<file path="config.mk">
export PLATFORM = sky130hd
export DESIGN_NAME = svc_rv_sram_arb_flat
export DESIGN_NICKNAME = d
export VERILOG_FILES = /design/src/rtl/svc_rv_sram_arb_if.sv /design/src/rtl/svc_rv_sram_arb.sv /design/src/flat_wrapper.sv
export SDC_FILE = /design/constraint.sdc
export NUM_CORES = 1
export LEC_CHECK = 0
export ABC_AREA = 1
export CELL_PAD_IN_SITES_DETAIL_PLACEMENT = 0
export CELL_PAD_IN_SITES_GLOBAL_PLACEMENT = 1
export CORE_MARGIN = 2
export CORE_UTILIZATION = 10
export CTS_CLUSTER_SIZE = 40
export DETAILED_ROUTE_END_ITERATION = 16
export PLACE_DENSITY = 0.77
export SYNTH_ARGS = -nofsm -noshare
export SYNTH_HDL_FRONTEND = slang
export SYNTH_SLANG_ARGS = --single-unit
</file>
<file path="constraint.sdc">
create_clock -name clk -period 1.6 [get_ports clk]
set_input_delay 0.48 -clock clk [delete_from_list [all_inputs] [get_ports clk]]
set_output_delay 0.48 -clock clk [all_outputs]
set_load 0.01 [all_outputs]
</file>
<file path="src/rtl/svc_rv_sram_arb_if.sv">
// Fetch, data and SRAM bus bundle for the fetch/data single-port SRAM arbiter.
interface svc_rv_sram_arb_if #(
  parameter int unsigned AW = 10,
  parameter int unsigned DW = 32
);
  // Fetch requester
  logic            i_req_valid;
  logic            i_req_ready;
  logic [AW-1:0]   i_req_addr;
  logic            i_rsp_valid;
  logic [DW-1:0]   i_rsp_data;
  // Data requester
  logic            d_req_valid;
  logic            d_req_ready;
  logic [AW-1:0]   d_req_addr;
  logic            d_req_wen;
  logic [DW-1:0]   d_req_wdata;
  logic [DW/8-1:0] d_req_wstrb;
  logic            d_rsp_valid;
  logic [DW-1:0]   d_rsp_data;
  // SRAM macro
  logic            sram_en;
  logic            sram_wen;
  logic [AW-1:0]   sram_addr;
  logic [DW-1:0]   sram_wdata;
  logic [DW/8-1:0] sram_wstrb;
  logic [DW-1:0]   sram_rdata;

  // Arbiter side
  modport slave (
    input  i_req_valid, i_req_addr,
    output i_req_ready, i_rsp_valid, i_rsp_data,
    input  d_req_valid, d_req_addr, d_req_wen, d_req_wdata, d_req_wstrb,
    output d_req_ready, d_rsp_valid, d_rsp_data,
    output sram_en, sram_wen, sram_addr, sram_wdata, sram_wstrb,
    input  sram_rdata
  );

  // Requester/SRAM environment side
  modport master (
    output i_req_valid, i_req_addr,
    input  i_req_ready, i_rsp_valid, i_rsp_data,
    output d_req_valid, d_req_addr, d_req_wen, d_req_wdata, d_req_wstrb,
    input  d_req_ready, d_rsp_valid, d_rsp_data,
    input  sram_en, sram_wen, sram_addr, sram_wdata, sram_wstrb,
    output sram_rdata
  );
endinterface

</file>
<file path="src/rtl/svc_rv_sram_arb.sv">
// Fetch/data arbiter for a single-port SRAM. Data has priority; fetch wins after
// MAX_WAIT consecutive denied cycles. Read responses return one cycle after grant.
module svc_rv_sram_arb #(
  parameter int unsigned AW       = 10,
  parameter int unsigned DW       = 32,
  parameter int unsigned MAX_WAIT = 4
) (
  input logic              clk,
  input logic              rst_n,
  svc_rv_sram_arb_if.slave bus
);
  localparam int unsigned WW = $clog2(MAX_WAIT + 1);

  typedef enum logic [1:0] {OwnNone, OwnFetch, OwnData} owner_e;

  owner_e          owner_q, owner_d;
  logic [WW-1:0]   wait_q, wait_d;
  logic            starve;
  logic            i_ready, d_ready;
  logic            grant_i, grant_d;
  logic [AW-1:0]   addr_sel;
  logic [DW/8-1:0] strb_sel;

  // Arbitration: readies are combinational from valids and the starvation count.
  always_comb begin
    i_ready = 1'b0;
    d_ready = 1'b0;
    starve  = bus.i_req_valid && (wait_q == WW'(MAX_WAIT));
    if (rst_n) begin
      if (starve) begin
        i_ready = 1'b1;
      end else if (bus.d_req_valid) begin
        d_ready = 1'b1;
      end else begin
        i_ready = bus.i_req_valid;
      end
    end
    grant_i = bus.i_req_valid && i_ready;
    grant_d = bus.d_req_valid && d_ready;
  end

  // Next-state: saturating starvation counter and response owner.
  always_comb begin
    wait_d  = wait_q;
    owner_d = OwnNone;
    if (grant_i || !bus.i_req_valid) begin
      wait_d = '0;
    end else if (wait_q != WW'(MAX_WAIT)) begin
      wait_d = wait_q + 1'b1;
    end
    if (grant_i) begin
      owner_d = OwnFetch;
    end else if (grant_d && !bus.d_req_wen) begin
      owner_d = OwnData;
    end
  end

  // State register; reset drops any in-flight response.
  always_ff @(posedge clk or negedge rst_n) begin
    if (!rst_n) begin
      owner_q <= OwnNone;
      wait_q  <= '0;
    end else begin
      owner_q <= owner_d;
      wait_q  <= wait_d;
    end
  end

  // SRAM drive from the granted request, zero latency.
  always_comb begin
    addr_sel = grant_d ? bus.d_req_addr : bus.i_req_addr;
    strb_sel = grant_d ? bus.d_req_wstrb : '0;
    bus.i_req_ready = i_ready;
    bus.d_req_ready = d_ready;
    bus.sram_en     = grant_i || grant_d;
    bus.sram_wen    = grant_d && bus.d_req_wen;
    bus.sram_addr   = addr_sel;
    bus.sram_wdata  = bus.d_req_wdata;
    bus.sram_wstrb  = strb_sel;
  end

  // Response routing; data outputs are zero whenever their valid is low.
  always_comb begin
    bus.i_rsp_valid = (owner_q == OwnFetch);
    bus.d_rsp_valid = (owner_q == OwnData);
    bus.i_rsp_data  = (owner_q == OwnFetch) ? bus.sram_rdata : '0;
    bus.d_rsp_data  = (owner_q == OwnData) ? bus.sram_rdata : '0;
  end

  if (MAX_WAIT < 1) begin : g_bad_param
    $error("MAX_WAIT must be at least 1");
  end
endmodule

</file>
<file path="src/flat_wrapper.sv">
// flat-port wrapper written by rule: the top's interface ports become plain ports
module svc_rv_sram_arb_flat 
#(
  parameter int unsigned AW       = 10,
  parameter int unsigned DW       = 32,
  parameter int unsigned MAX_WAIT = 4
)
  (clk, rst_n, bus_i_req_valid, bus_i_req_addr, bus_i_req_ready, bus_i_rsp_valid, bus_i_rsp_data, bus_d_req_valid, bus_d_req_addr, bus_d_req_wen, bus_d_req_wdata, bus_d_req_wstrb, bus_d_req_ready, bus_d_rsp_valid, bus_d_rsp_data, bus_sram_en, bus_sram_wen, bus_sram_addr, bus_sram_wdata, bus_sram_wstrb, bus_sram_rdata);
  svc_rv_sram_arb_if #(.AW(AW), .DW(DW)) bus_i ();
  input logic clk;
  input logic rst_n;
  input wire logic [$bits(bus_i.i_req_valid)-1:0] bus_i_req_valid;
  input wire logic [$bits(bus_i.i_req_addr)-1:0] bus_i_req_addr;
  output wire logic [$bits(bus_i.i_req_ready)-1:0] bus_i_req_ready;
  output wire logic [$bits(bus_i.i_rsp_valid)-1:0] bus_i_rsp_valid;
  output wire logic [$bits(bus_i.i_rsp_data)-1:0] bus_i_rsp_data;
  input wire logic [$bits(bus_i.d_req_valid)-1:0] bus_d_req_valid;
  input wire logic [$bits(bus_i.d_req_addr)-1:0] bus_d_req_addr;
  input wire logic [$bits(bus_i.d_req_wen)-1:0] bus_d_req_wen;
  input wire logic [$bits(bus_i.d_req_wdata)-1:0] bus_d_req_wdata;
  input wire logic [$bits(bus_i.d_req_wstrb)-1:0] bus_d_req_wstrb;
  output wire logic [$bits(bus_i.d_req_ready)-1:0] bus_d_req_ready;
  output wire logic [$bits(bus_i.d_rsp_valid)-1:0] bus_d_rsp_valid;
  output wire logic [$bits(bus_i.d_rsp_data)-1:0] bus_d_rsp_data;
  output wire logic [$bits(bus_i.sram_en)-1:0] bus_sram_en;
  output wire logic [$bits(bus_i.sram_wen)-1:0] bus_sram_wen;
  output wire logic [$bits(bus_i.sram_addr)-1:0] bus_sram_addr;
  output wire logic [$bits(bus_i.sram_wdata)-1:0] bus_sram_wdata;
  output wire logic [$bits(bus_i.sram_wstrb)-1:0] bus_sram_wstrb;
  input wire logic [$bits(bus_i.sram_rdata)-1:0] bus_sram_rdata;
  assign bus_i.i_req_valid = bus_i_req_valid;
  assign bus_i.i_req_addr = bus_i_req_addr;
  assign bus_i_req_ready = bus_i.i_req_ready;
  assign bus_i_rsp_valid = bus_i.i_rsp_valid;
  assign bus_i_rsp_data = bus_i.i_rsp_data;
  assign bus_i.d_req_valid = bus_d_req_valid;
  assign bus_i.d_req_addr = bus_d_req_addr;
  assign bus_i.d_req_wen = bus_d_req_wen;
  assign bus_i.d_req_wdata = bus_d_req_wdata;
  assign bus_i.d_req_wstrb = bus_d_req_wstrb;
  assign bus_d_req_ready = bus_i.d_req_ready;
  assign bus_d_rsp_valid = bus_i.d_rsp_valid;
  assign bus_d_rsp_data = bus_i.d_rsp_data;
  assign bus_sram_en = bus_i.sram_en;
  assign bus_sram_wen = bus_i.sram_wen;
  assign bus_sram_addr = bus_i.sram_addr;
  assign bus_sram_wdata = bus_i.sram_wdata;
  assign bus_sram_wstrb = bus_i.sram_wstrb;
  assign bus_i.sram_rdata = bus_sram_rdata;
  svc_rv_sram_arb #(.AW(AW), .DW(DW), .MAX_WAIT(MAX_WAIT)) u_core (.clk(clk), .rst_n(rst_n), .bus(bus_i));
endmodule
</file>
==> results of run 1 <==
-- layer usage --
layer | GRT usage | routed length (µm) | share of wire | vias up
li1 | - | - | - | 871
met1 | 0.08381 | 1961 | 0.35 | 746
met2 | 0.1609 | 2808 | 0.50 | 144
met3 | 0.03379 | 825 | 0.15 | 4
met4 | 0.01899 | 36 | 0.0064 | 0
met5 | 0 | 0 | 0 | -
-- final timing paths --
kind / slack, ns / end / start
setup / recovery: -0.29 / bus_sram_addr[0] / u_core.wait_q[0]
hold / removal: 0.40 / u_core.wait_q[2] / rst_n
setup reg to reg: -0.18 / u_core.wait_q[1] / u_core.wait_q[0]
hold reg to reg: 0.59 / u_core.wait_q[0] / u_core.wait_q[0]
max in group asynchronous: 1.08 / u_core.owner_q[0] / rst_n
min in group clk: 0.59 / u_core.wait_q[0] / u_core.wait_q[0]
-- logic make-up (layout without fill, tap and decap cells) --
group,count (synthesis),count (layout),synth area share
AOI/OAI and AO/OA,1,1,0.004480
xor gates and xnor gates,1,1,0.007849
adders and majority gates,2,2,0.02242
buffers and inverters,87,237,0.4395
DFF,5,5,0.1121
and+or+nand+nor,118,118,0.4137
-- layout make-up --
cell class | instances | area [µm²]
well taps | 140 | 175.2
repair inverters | 1 | 3.754
flip-flops and latches | 5 | 125.1
clock buffers | 4 | 45.04
repair buffers | 185 | 1770
multi-input cells | 122 | 825.8
inverters | 47 | 186.4
fillers | 1155 | 7756
-- sequential cells by signal, summed over array words and instances (netlist names) --
signal / cells
u_core.wait_q: 3
u_core.owner_q: 2
-- power groups by stage --
stage / sequential, mW / clock [mW] / combinational [mW]
3_5_place_dp: 0.147 / 0 / 0.577
3_3_place_gp: 0.146 / 0 / 0.572
4_1_cts: 0.149 / 0.244 / 0.660
2_1_floorplan: 0.148 / 0 / 0.274
5_1_grt: 0.150 / 0.257 / 0.803
6_report: 0.148 / 0.239 / 0.744
-- critical path, delay by kind of cell, from the launching register on --
kind / cells / cell delay, ns
DFF: 1 / 0.38
buffers and inverters: 3 / 0.35
and+or+nand+nor: 4 / 0.30
adders and majority gates: 1 / 0.15
-- metrics by stage --
step	utilization	cell area, µm²
after global placement	0.2366	2576
after global routing	0.2876	3132
after detailed placement	0.2366	2576
after floorplan	-	1116
after CTS	0.2491	2713
final	0.2876	3132
-- cells in the mapped netlist, drive strengths merged --
cell	count	area, µm²
nand2	43	168.9
ha	2	25.02
nand3	1	10.01
a21oi	1	5.000
buf	39	300.3
clkbuf	1	13.76
nor2	72	270.3
inv	47	176.4
dfrtp	5	125.1
nand4	2	12.51
xnor2	1	8.760
-- what timing repair did --
item                       in CTS  in global routing
buffers inserted               17                  2
gates resized for setup       413                 92
gates cloned                    7                  1
setup endpoints to repair      84                 87
pin swaps                      12                 14
==> results.txt, run 1 <==
H-tree levels -> 1
GR Overflow Total -> 0
Required time worst endpoint -> 1.12 ns
Pins Over Slew Limit -> 0
Initial antenna violation count -> 0
Fmax -> 528.9 MHz
Ant diodes -> 0
Cts bufs inserted -> 3
Final std cells w/o fill -> 504
Final setup fails -> 86
Crit path max fanout -> 6
Cell Int Power -> 0.7339 mW
Sw Pwr -> 0.3978 mW
Final WL -> 5632 µm
WL/cell -> 11.17 µm
Post-synth cell types -> 15
Row count -> 38
Crit-path cells -> inv_2 > ha_4 > nand3_4 > nand2_8 > clkbuf_16 > nand2_1 > nand2_1 > buf_2
CP startpoint kind -> flop
HP Class -> in2async
# DRC -> 0
Lkg Pwr -> 1.664 nW
Area Overhead vs Synth -> 180.6%
Largest net degree at the start of global routing -> 17
First-pass iteration count of the detailed router -> 3
IO Count -> 209
Crit-path slowest cell -> dfrtp_1
Seq pwr share -> 0.131
Worst Setup Path Type -> reg2out
Clk pwr share -> 0.212
Syn Area/Cell -> 5.215 µm²
Antenna Violating Nets Remaining -> 0
Vias in the first global route -> 1,621
Min Tclk post-route -> 1.891 ns
Max Cap Viol -> 0
Fin Setup TNS -> -12.62 ns
Via count -> 1,765
RSZ-0062 raised after global routing -> true
Final nets -> 460
CTS clk-pin slew, worst paths -> 0.04 ns
Fin worst setup slack -> -0.2907 ns
DP Worst Slack -> -0.9295 ns
Core ar. -> 10,890 µm²
Pwr/cell area -> 361.4 nW/µm²
Pwr Total -> 1.132 mW
Failing checks -> setup timing
Hold Buf Count CTS -> 0
Capturing element type of the critical path -> output port
Via density -> 3.502
Worst Path Arrival -> 1.41 ns
Gr usage total -> 0.08382
Worst Tran Pin Value -> 0.1612 ns
Cells after synthesis -> 214
Chip width -> 109.6 µm
Clock skew -> 0.002421 ns
Sw Share -> 0.3515
Layout cell share with drive strength beyond 1 -> 0.5385
Cell count after placement -> 474
First-pass GRT wire length -> 7762 µm
Area of the die -> 12,020 µm²
Min Hold Slack -> 0.3998 ns
Number of DRC markers in iteration 0 -> 30
Initial core utilization -> 0.1025
Syn Nets -> 309
Final Hold Vio Count -> 0
Slew HR -> 0.8922
Status -> finished, violations left
CTS tree -> yes
Peak VDD IR -> 166.0 µV
Post-synthesis sequential area ratio -> 0.1121
Gpl congestion -> 0.7189
Clock sinks -> 5
Comb power frac -> 0.657
Clock Path Buffers -> 2
Slowest stage delay, CP -> 0.38 ns
Worst reg2reg path depth -> 14
Worst-skew pair later-pin latency -> 0.23 ns
Commonest non-fill, non-tap cells in the layout -> clkdlybuf4s50_1 (53), buf_2 (49), buf_6 (46), nor2_1 (38), inv_1 (33)
DP HPWL -> 3680 µm
Cell mode on critical path -> nand2_1
IO Port Bufs -> 144
Most common cell after layout, fill and taps aside -> clkdlybuf4s50_1
DIE HEIGHT -> 109.6 µm
Final Cycle Share -> 1.182
Post-synth design cell area -> 1116 µm²
Seq cells post-synth -> 5
Warnings, synthesis -> 0
Clock Tree Root -> clkbuf_8
Power figures use the tool's default switching activity.
==> run 2: changes to the inputs <==
Settings changed: SKIP_LAST_GASP set to 1.
==> run 2 against run 1 <==
The flow still finishes with violations (setup timing). Clock skew about the same. Combinational power down 3.4%. Count of clock-buffer cells in the layout stayed put. Final area is 2.7% lower. Non-clock buffer count rose by 2. Worst hold slack barely moved. Die area is the same. Flip-flop and latch count stayed put. First-iteration DRC count decreased by 20%. Highest routed layer unchanged.
==> results.txt, run 2 (synthesis gave the netlist of run 1 again) <==
IO Port Bufs -> 144 (unchanged)
Required time worst endpoint -> 1.12 ns (about the same)
Met1 Use GR -> 0.08345 (was 0.08381)
Fillers -> 1,169 (was 1,155)
DIE HEIGHT -> 109.6 µm (unchanged)
Final Hold Vio Count -> 0 (unchanged)
Fin Setup TNS -> -14.85 ns (was -12.62 ns)
Antenna Violating Nets Remaining -> 0 (unchanged)
Max reg flops -> 3 (unchanged)
R2r setup slk -> 0.04 ns (was -0.18 ns)
Worst Path Arrival -> 1.42 ns (was 1.41 ns)
CTS clk-pin slew, worst paths -> 0.04 ns (about the same)
Most common cell after layout, fill and taps aside -> clkdlybuf4s50_1 (unchanged)
RSZ-0062 raised after global routing -> true (unchanged)
Routing usage on met2 -> 0.1609 (unchanged)
Peak VDD IR -> 159.9 µV (was 166.0 µV)
Fmax -> 526.3 MHz (was 528.9 MHz)
GR Overflow Total -> 0 (unchanged)
Commonest non-fill, non-tap cells in the layout -> clkdlybuf4s50_1 (52), buf_2 (49), nor2_1 (43), inv_1 (31), buf_6 (31) (was clkdlybuf4s50_1 (53), buf_2 (49), buf_6 (46), nor2_1 (38), inv_1 (33))
CP startpoint kind -> flop (unchanged)
Met3 usage in global routing -> 0.03260 (was 0.03379)
Critical Path Start -> u_core.wait_q[0] (unchanged)
Initial core utilization -> 0.1025 (unchanged)
Initial antenna violation count -> 0 (unchanged)
Final Cycle Share -> 1.187 (was 1.182)
Hold Buf Count CTS -> 0 (unchanged)
Chip width -> 109.6 µm (unchanged)
Status -> finished, violations left (unchanged)
Row count -> 38 (unchanged)
Worst-skew pair later-pin latency -> 0.23 ns (about the same)
CTS tree -> yes (unchanged)
DP HPWL -> 3680 µm (unchanged)
Pwr/cell area -> 363.1 nW/µm² (was 361.4 nW/µm²)
Clock Tree Root -> clkbuf_8 (unchanged)
Final WL -> 5549 µm (was 5632 µm)
Reg with most FFs -> u_core.wait_q (unchanged)
First-pass iteration count of the detailed router -> 3 (unchanged)
Final nets -> 462 (was 460)
Via density -> 3.490 (was 3.502)
Largest net degree at the start of global routing -> 17 (unchanged)
Failing checks -> setup timing (unchanged)
Capturing element type of the critical path -> output port (unchanged)
Worst Setup Path Type -> reg2out (unchanged)
Core ar. -> 10,890 µm² (unchanged)
Final setup fails -> 82 (was 86)
Cts bufs inserted -> 3 (unchanged)
First-pass GRT wire length -> 7707 µm (was 7762 µm)
Layout cell share with drive strength beyond 1 -> 0.5000 (was 0.5385)
Gpl congestion -> 0.7189 (unchanged)
Pwr Total -> 1.107 mW (was 1.132 mW)
Clock skew -> 0.002330 ns (was 0.002421 ns)
Busiest layer in global routing -> met2 (unchanged)
Gr usage total -> 0.08345 (was 0.08382)
Clock sinks -> 5 (unchanged)
R2R Path Start -> u_core.wait_q[0] (unchanged)
H-tree levels -> 1 (unchanged)
Max Cap Viol -> 0 (unchanged)
Area Overhead vs Synth -> 173.1% (was 180.6%)
Worst Tran Pin Value -> 0.1412 ns (was 0.1612 ns)
WL/cell -> 10.97 µm (was 11.17 µm)
Number of DRC markers in iteration 0 -> 24 (was 30)
Area of the die -> 12,020 µm² (unchanged)
Min Tclk post-route -> 1.900 ns (was 1.891 ns)
Regs by FF count -> u_core.wait_q (3), u_core.owner_q (2) (unchanged)
IO Count -> 209 (unchanged)
Crit path max fanout -> 6 (unchanged)
Lkg Pwr -> 1.678 nW (was 1.664 nW)
HP Class -> in2async (unchanged)
Slew HR -> 0.9055 (was 0.8922)
Vias in the first global route -> 1,627 (was 1,621)
Ant diodes -> 0 (unchanged)
Pins Over Slew Limit -> 0 (unchanged)
Via count -> 1,766 (was 1,765)
Clock Path Buffers -> 2 (unchanged)
Fin worst setup slack -> -0.3000 ns (was -0.2907 ns)
# DRC -> 0 (unchanged)
run 2: cell types whose count changed in the layout (fill, tap and decap cells not counted), moves of 3 or more:
cell / delta
buf_4: +6
buf_6: -15
dlygate4sd2_1: +8
nand2_1: +3
nand2_2: -3
nor2_1: +5
nor2_2: +3
nor2_4: -8
run 2: critical path: stages, from the launching register on:
cell and delay [ns]:
dfrtp_1 0.38, inv_2 0.08, ha_4 0.16, nand3_4 0.10
nand2_8 0.12, clkbuf_16 0.14, nand2_1 0.04, nand2_1 0.05
buf_2 0.12
run 2: final timing paths:
path | endpoint | depth (start not counted)
min reg2reg | u_core.wait_q[0] | 3
max | bus_sram_addr[0] | 8
max in group asynchronous | u_core.owner_q[0] | 3
min in group clk | u_core.wait_q[0] | 3
min | u_core.wait_q[2] | 3
max reg2reg | u_core.wait_q[1] | 12
run 2: stage by stage:
step / utilization / cell area (µm²) / setup slack [ns] / cells / hold slack [ns]
3_5_place_dp: 0.2366 / 2576 / -0.9295 / 474 / 0.5697
4_1_cts: 0.2549 / 2775 / -0.3059 / 502 / 0.3896
2_1_floorplan: - / 1116 / 0.01068 / 214 / 0.1844
5_1_grt: 0.2799 / 3048 / -0.3678 / 506 / 0.4183
6_report: 0.2799 / 3048 / -0.3000 / 506 / 0.3998
3_3_place_gp: 0.2366 / 2576 / -0.8838 / 474 / 0.5604
run 2: layout make-up:
type / count / area [µm²] / area share
clock buffers: 4 / 45.04 / 0.01478
inverters: 47 / 186.4 / 0.06117
multi-input cells: 122 / 765.7 / 0.2512
flip-flops and latches: 5 / 125.1 / 0.04105
well taps: 140 / 175.2 / 0.05747
repair buffers: 187 / 1747 / 0.5731
repair inverters: 1 / 3.754 / 0.001232
run 2: where the power goes:
group	internal [mW]	switching, mW
Clock	0.172	0.0678
Sequential	0.139	0.00907
Combinational	0.412	0.307
run 2: timing repair:
action                     in CTS  in global routing
resized for setup             333                119
gates cloned                    7                  1
setup endpoints to repair      84                 87
pin swaps                       8                 21
setup buffers                  17                  8
run 2: routing by layer:
layer	routed length, µm	part of all wire
met5	0	0
met1	1906	0.34
met4	36	0.0065
met3	813	0.15
met2	2792	0.50
==> run 3: changes to the inputs <==
Settings changed: CTS_CLUSTER_SIZE 40 to 14.
==> results of run 3 <==
Same layout as run 2: the final DEF is identical, and so are final timing and power.
